`src/rtl/fetch_queue.sv`:
```
// Instruction fetch queue: issues sequential word-aligned fetches to a
// fixed 1-cycle-latency instruction memory and buffers {pc, instr} pairs in
// a DEPTH-entry circular queue for the decode stage.
//
// Ports:
//   clk, rst         - clock; synchronous active-high reset
//   imem_req/addr    - instruction-memory read request and word address
//   imem_data        - instruction returned for last cycle's request
//   redirect/_target - flush the queue and restart fetch at a new PC
//   halt_in          - stop issuing new requests (queue keeps draining)
//   deq_*            - head entry handshake and contents (pc, pc + 4, instr)
//   count            - number of valid entries in the queue
module fetch_queue #(
  parameter int unsigned DEPTH    = 4,
  parameter logic [31:0] RESET_PC = 32'h0000_0000
) (
  input  logic                     clk,
  input  logic                     rst,
  output logic                     imem_req,
  output logic [31:0]              imem_addr,
  input  logic [31:0]              imem_data,
  input  logic                     redirect,
  input  logic [31:0]              redirect_target,
  input  logic                     halt_in,
  input  logic                     deq_ready,
  output logic                     deq_valid,
  output logic [31:0]              deq_pc,
  output logic [31:0]              deq_pc4,
  output logic [31:0]              deq_instr,
  output logic [$clog2(DEPTH):0]   count
);

  localparam int unsigned PW = $clog2(DEPTH);
  localparam int unsigned CW = PW + 1;

  logic [31:0]   fpc_q, fpc_d;
  logic [CW-1:0] count_q, count_d;
  logic [PW-1:0] head_q, head_d;
  logic [PW-1:0] tail_q, tail_d;
  logic          inflight_q, inflight_d;
  logic [31:0]   req_pc_q, req_pc_d;

  logic [31:0]   pc_mem    [DEPTH];
  logic [31:0]   instr_mem [DEPTH];

  logic [CW:0]   occupancy;
  logic          push;
  logic          pop;

  assign imem_addr = {fpc_q[31:2], 2'b00};
  assign count     = count_q;
  assign deq_valid = (count_q != '0);
  assign deq_pc    = pc_mem[head_q];
  assign deq_instr = instr_mem[head_q];
  assign deq_pc4   = deq_pc + 32'd4;

  always_comb begin
    // An in-flight request has a reserved slot, so it counts as occupied.
    occupancy = {1'b0, count_q} + (CW + 1)'(inflight_q);
    imem_req  = !rst && !redirect && !halt_in && (occupancy < (CW + 1)'(DEPTH));
    push      = inflight_q && !redirect;
    pop       = deq_valid && deq_ready && !redirect;

    fpc_d      = fpc_q;
    count_d    = count_q;
    head_d     = head_q;
    tail_d     = tail_q;
    inflight_d = imem_req;
    req_pc_d   = imem_addr;

    if (redirect) begin
      fpc_d   = {redirect_target[31:2], 2'b00};
      count_d = '0;
      // Keep tail aligned with head so refill starts at the current head slot.
      tail_d  = head_q;
    end else begin
      if (imem_req) fpc_d = fpc_q + 32'd4;
      if (push) tail_d = tail_q + PW'(1);
      if (pop) head_d = head_q + PW'(1);
      unique case ({push, pop})
        2'b10:   count_d = count_q + CW'(1);
        2'b01:   count_d = count_q - CW'(1);
        default: count_d = count_q;
      endcase
    end
  end

  always_ff @(posedge clk) begin
    if (rst) begin
      fpc_q      <= RESET_PC;
      count_q    <= '0;
      head_q     <= '0;
      tail_q     <= '0;
      inflight_q <= 1'b0;
      req_pc_q   <= '0;
    end else begin
      fpc_q      <= fpc_d;
      count_q    <= count_d;
      head_q     <= head_d;
      tail_q     <= tail_d;
      inflight_q <= inflight_d;
      req_pc_q   <= req_pc_d;
    end
  end

  // Entry storage needs no reset; validity is tracked by count_q alone.
  always_ff @(posedge clk) begin
    if (!rst && push) begin
      pc_mem[tail_q]    <= req_pc_q;
      instr_mem[tail_q] <= imem_data;
    end
  end

endmodule

```
`config.mk`:
```
export PLATFORM = sky130hd
export DESIGN_NAME = fetch_queue
export DESIGN_NICKNAME = d
export VERILOG_FILES = /design/src/rtl/fetch_queue.sv
export SDC_FILE = /design/constraint.sdc
export NUM_CORES = 1
export LEC_CHECK = 0
export CORE_MARGIN = 5
export CORE_UTILIZATION = 40
export DETAILED_ROUTE_END_ITERATION = 8
export GPL_ROUTABILITY_DRIVEN = 0
export PLACE_DENSITY = 0.7
export SETUP_SLACK_MARGIN = 0.4
export SYNTH_ARGS = -nofsm -noshare
export SYNTH_HDL_FRONTEND = slang
export SYNTH_SLANG_ARGS = --single-unit
```
`constraint.sdc`:
```
create_clock -name clk -period 6.9 [get_ports clk]
set_input_delay 1.035 -clock clk [delete_from_list [all_inputs] [get_ports clk]]
set_output_delay 1.035 -clock clk [all_outputs]
set_load 0.01 [all_outputs]
```
==> flow_summary_export.csv <==
group,metric,value,unit
outcome,status,"complete, no violations",
grt,grt_pass1_wl,42300,um
routing,drt_iter0_drc,525,
worst_setup_path,crit_chain,"buf_4, mux4_2, and4_1, nand2_1, nor4_2, xor2_1, clkdlybuf4s50_1",
grt,grt_max_degree,71,
floorplan,dieArea,0.0353,mm^2
cts,post_cts_buffers,0,
cells_and_area,antenna_cells,0,
floorplan,core_area,0.0314,mm^2
worst_setup_path,r2r_cells,7,
routing,drc,0,
cts,cts_buffers,31,
logic_synthesis,ys_ff_latch,318,
floorplan,ioPinCount,202,
pwr,leakagePower,5.15,nW
sta,rsz0062_at_grt,"false",
routing,ant_nets,0,
flow_run,drv_cap,0,
logic_synthesis,async_flop_share,0,
sta,skew,0.0143,ns
grt,grt_pass1_vias,7389,
pwr,vdd_ir_drop_max,193,uV
logic_synthesis,seq_area_frac_synth,0.699,
logic_synthesis,avgSynthCellArea,16.3,um^2
worst_setup_path,worst-path-buf-inv,2,
worst_setup_path,critPathLaunchType,"flop",
floorplan,die_y,188,um
cts,ctsRootBufferMaster,"clkbuf_16",
worst_hold_path,hold-path-cell-count,0,
routing,viasPerCell,5.28,
routing,wl_per_cell,19.5,um
pwr,p_per_area,245,mW/mm^2
cts,cts_tree,"done",
worst_setup_path,worstSetupPathType,"reg -> out",
logic_synthesis,yosys_warnings,0,
cts,clock_latency,0.56,ns
worst_setup_path,timing.rr.end,"fpc_q[30]$_SDFFE_PP0P_",
placement,post-place-ws,2.30,ns
placement,placement.io_buffers,193,
cts,cts.sinks,318,
cells_and_area,final_cell_mix,"248 x edfxtp_1, 192 x clkdlybuf4s50_1, 68 x dfxtp_1",
worst_setup_path,r2r_slack,4.23,ns
worst_setup_path,reg2reg_from,"inflight_q$_SDFF_PP0_",
worst_hold_path,worstHoldPathType,"reg -> reg",
placement,hpwl,17500,um
grt,grt_antenna_before_repair,1,
pwr,finalPower,0.00391,W
worst_setup_path,crit_slowest_cell,"dfxtp_2",
cells_and_area,drive_above_1_share,0.131,
sta,slew_headroom,0.389,
routing,routed-wl-met2,12600,um
routing,topRoutingLayerUsed,"met5",
logic_synthesis,synth_flop_cell,"edfxtp_1",
cells_and_area,nNetsFinal,1049,
worst_setup_path,endpoint_kind,"primary output",
sta,finalMaxSlewViolations,0,
routing,wl_met1,12200,um
cells_and_area,layout_commonest_cell,"edfxtp_1",
worst_setup_path,crit_family,"buffers and inverters",
floorplan,num_rows,65,
sta,finalCriticalPeriod,5.07,ns
routing,drt_pass1_iterations,5,
worst_setup_path,cpPeakStageDelay,0.66,ns
cts,clk_path_buf_depth,3,
cts,cts.htree.levels,1,
sta,setup_slack,1.83,ns
cells_and_area,syn2layout_area_growth,26.0,%
logic_synthesis,syn_area,0.0127,mm^2
logic_synthesis,synth-edff-count,248,
logic_synthesis,synthCells,778,
worst_setup_path,crit_path_max_fanout,43,
logic_synthesis,ys_types,54,
sta,hold_violations,0,
worst_hold_path,hold_path_end,"pc_mem[1][14]$_DFFE_PP_",
floorplan,initial_utilization,0.403,
floorplan,die_x,188,um
sta,worstMarginPinSlew,0.916,ns
worst_hold_path,holdCritStartpoint,"req_pc_q[16]$_SDFF_PP0_",
cells_and_area,stdcell_count,1399,
cts,postCtsHoldBufs,0,
placement,post_dp_cell_area,0.0149,mm^2
cts,clk_pin_slew,0.06,ns
routing,vias,7380,
sta,period_share,0.734,
cells_and_area,design_area,0.0160,mm^2
cts,cts_resized,0,
sta,setup_viol,0,
grt,grt-ovfl-total,0,
worst_setup_path,crit_required,5.86,ns
grt,grt_usage,0.150,
placement,placed_cells,1341,
worst_setup_path,arrival,4.03,ns
sta,max_freq,197,MHz
sta,tns,0,ns
routing,wirelength,27200,um
routing,wl_met3,2130,um
## metal layers
layer  track usage  vias to the layer above
met4        0.0265                        2
li1              -                     3423
met3        0.0337                       29
met1         0.217                     3636
met5             0                        -
met2         0.239                      290
## where the power goes
group / internal [W] / leakage, nW / total [W] / switching [W]
Combinational: 0.0000846 / 1.86 / 0.000154 / 0.0000693
Clock: 0.000951 / 0.502 / 0.00165 / 0.000702
Sequential: 0.00208 / 2.79 / 0.00211 / 0.0000277
## flip-flops by register name, summed over array words and instances, names as in the netlist, named ones only
| signal | flops |
|---|---|
| count | 3 |
| head_q | 2 |
| inflight_q | 1 |
| instr_mem | 128 |
| pc_mem | 120 |
| tail_q | 2 |
| fpc_q | 30 |
| req_pc_q | 30 |
## worst register-to-register path, cell delays in order (launching register included)
cell      delay [ns]
dfxtp_1         0.49
a31o_1          0.19
buf_4           0.34
clkinv_2        0.37
nor2_1          0.59
buf_4           0.31
o21ai_0         0.11
a31oi_1         0.17
## how the worst max path moves through the flow
stage | from | end | cells past startpoint
after floorplan | redirect | instr_mem[0][0]$_DFFE_PP_ | 3
after global placement | redirect | imem_req | 7
after detailed placement | flop | deq_pc4[31] | 7
after CTS | flop | deq_pc4[31] | 7
after global routing | flop | deq_pc4[31] | 7
final | flop | deq_pc4[31] | 7
## cells in the mapped netlist, types with 2 or more instances
cell type / instances / share of area
inv_1: 18 / 0.0053
xor2_1: 21 / 0.015
clkbuf_1: 20 / 0.0059
nand3_1: 12 / 0.0047
and3_1: 12 / 0.0059
nor3_1: 18 / 0.0071
nand4_1: 18 / 0.0089
buf_4: 7 / 0.0041
nor2_1: 34 / 0.010
a31oi_1: 23 / 0.011
nor4_1: 3 / 0.0015
edfxtp_1: 248 / 0.59
mux4_2: 55 / 0.098
and2_1: 4 / 0.0020
dfxtp_1: 70 / 0.11
o21ai_0: 23 / 0.0091
nand3_2: 2 / 0.0016
mux4_1: 7 / 0.015
ha_1: 7 / 0.0069
a21oi_1: 22 / 0.0087
and4_1: 7 / 0.0048
nand2_1: 42 / 0.012
o211ai_1: 4 / 0.0024
or4_1: 3 / 0.0018
buf_6: 6 / 0.0053
a32oi_1: 5 / 0.0035
buf_1: 3 / 0.00089
or3_1: 6 / 0.0030
xnor2_1: 13 / 0.0090
nand4b_1: 2 / 0.0014
or3b_1: 2 / 0.0014
nor2b_1: 25 / 0.012
a41oi_1: 4 / 0.0028
a22oi_1: 3 / 0.0018
buf_2: 10 / 0.0040
## final cells by class
type | count | area (um^2)
clock buffers | 45 | 898
well taps | 402 | 503
repair buffers | 204 | 2010
flip-flops and latches | 318 | 8850
fillers | 2597 | 15400
clock inverters | 13 | 129
inverters | 20 | 76.3
multi-input cells | 397 | 3490
## per-stage QoR
step | utilization | hold WS [ns]
after floorplan | - | 0.438
after global placement | 0.476 | 0.449
after detailed placement | 0.476 | 0.465
after CTS | 0.508 | 0.483
after global routing | 0.508 | 0.496
final | 0.508 | 0.479
## cells by family (layout without fill, tap and decap cells)
kind of cell               count (synthesis)  after routing  share of synthesized area
AOI/OAI and AO/OA                         89             89                     0.0430
xor gates and xnor gates                  34             34                     0.0235
adders and majority gates                  8              8                    0.00850
buffers and inverters                     68            282                     0.0279
DFF                                      318            318                      0.699
muxes                                     64             64                      0.114
other                                      1              6                   0.000296
and+or+nand+nor                          196            196                     0.0841
No activity file was read; power rests on OpenSTA's default activity.
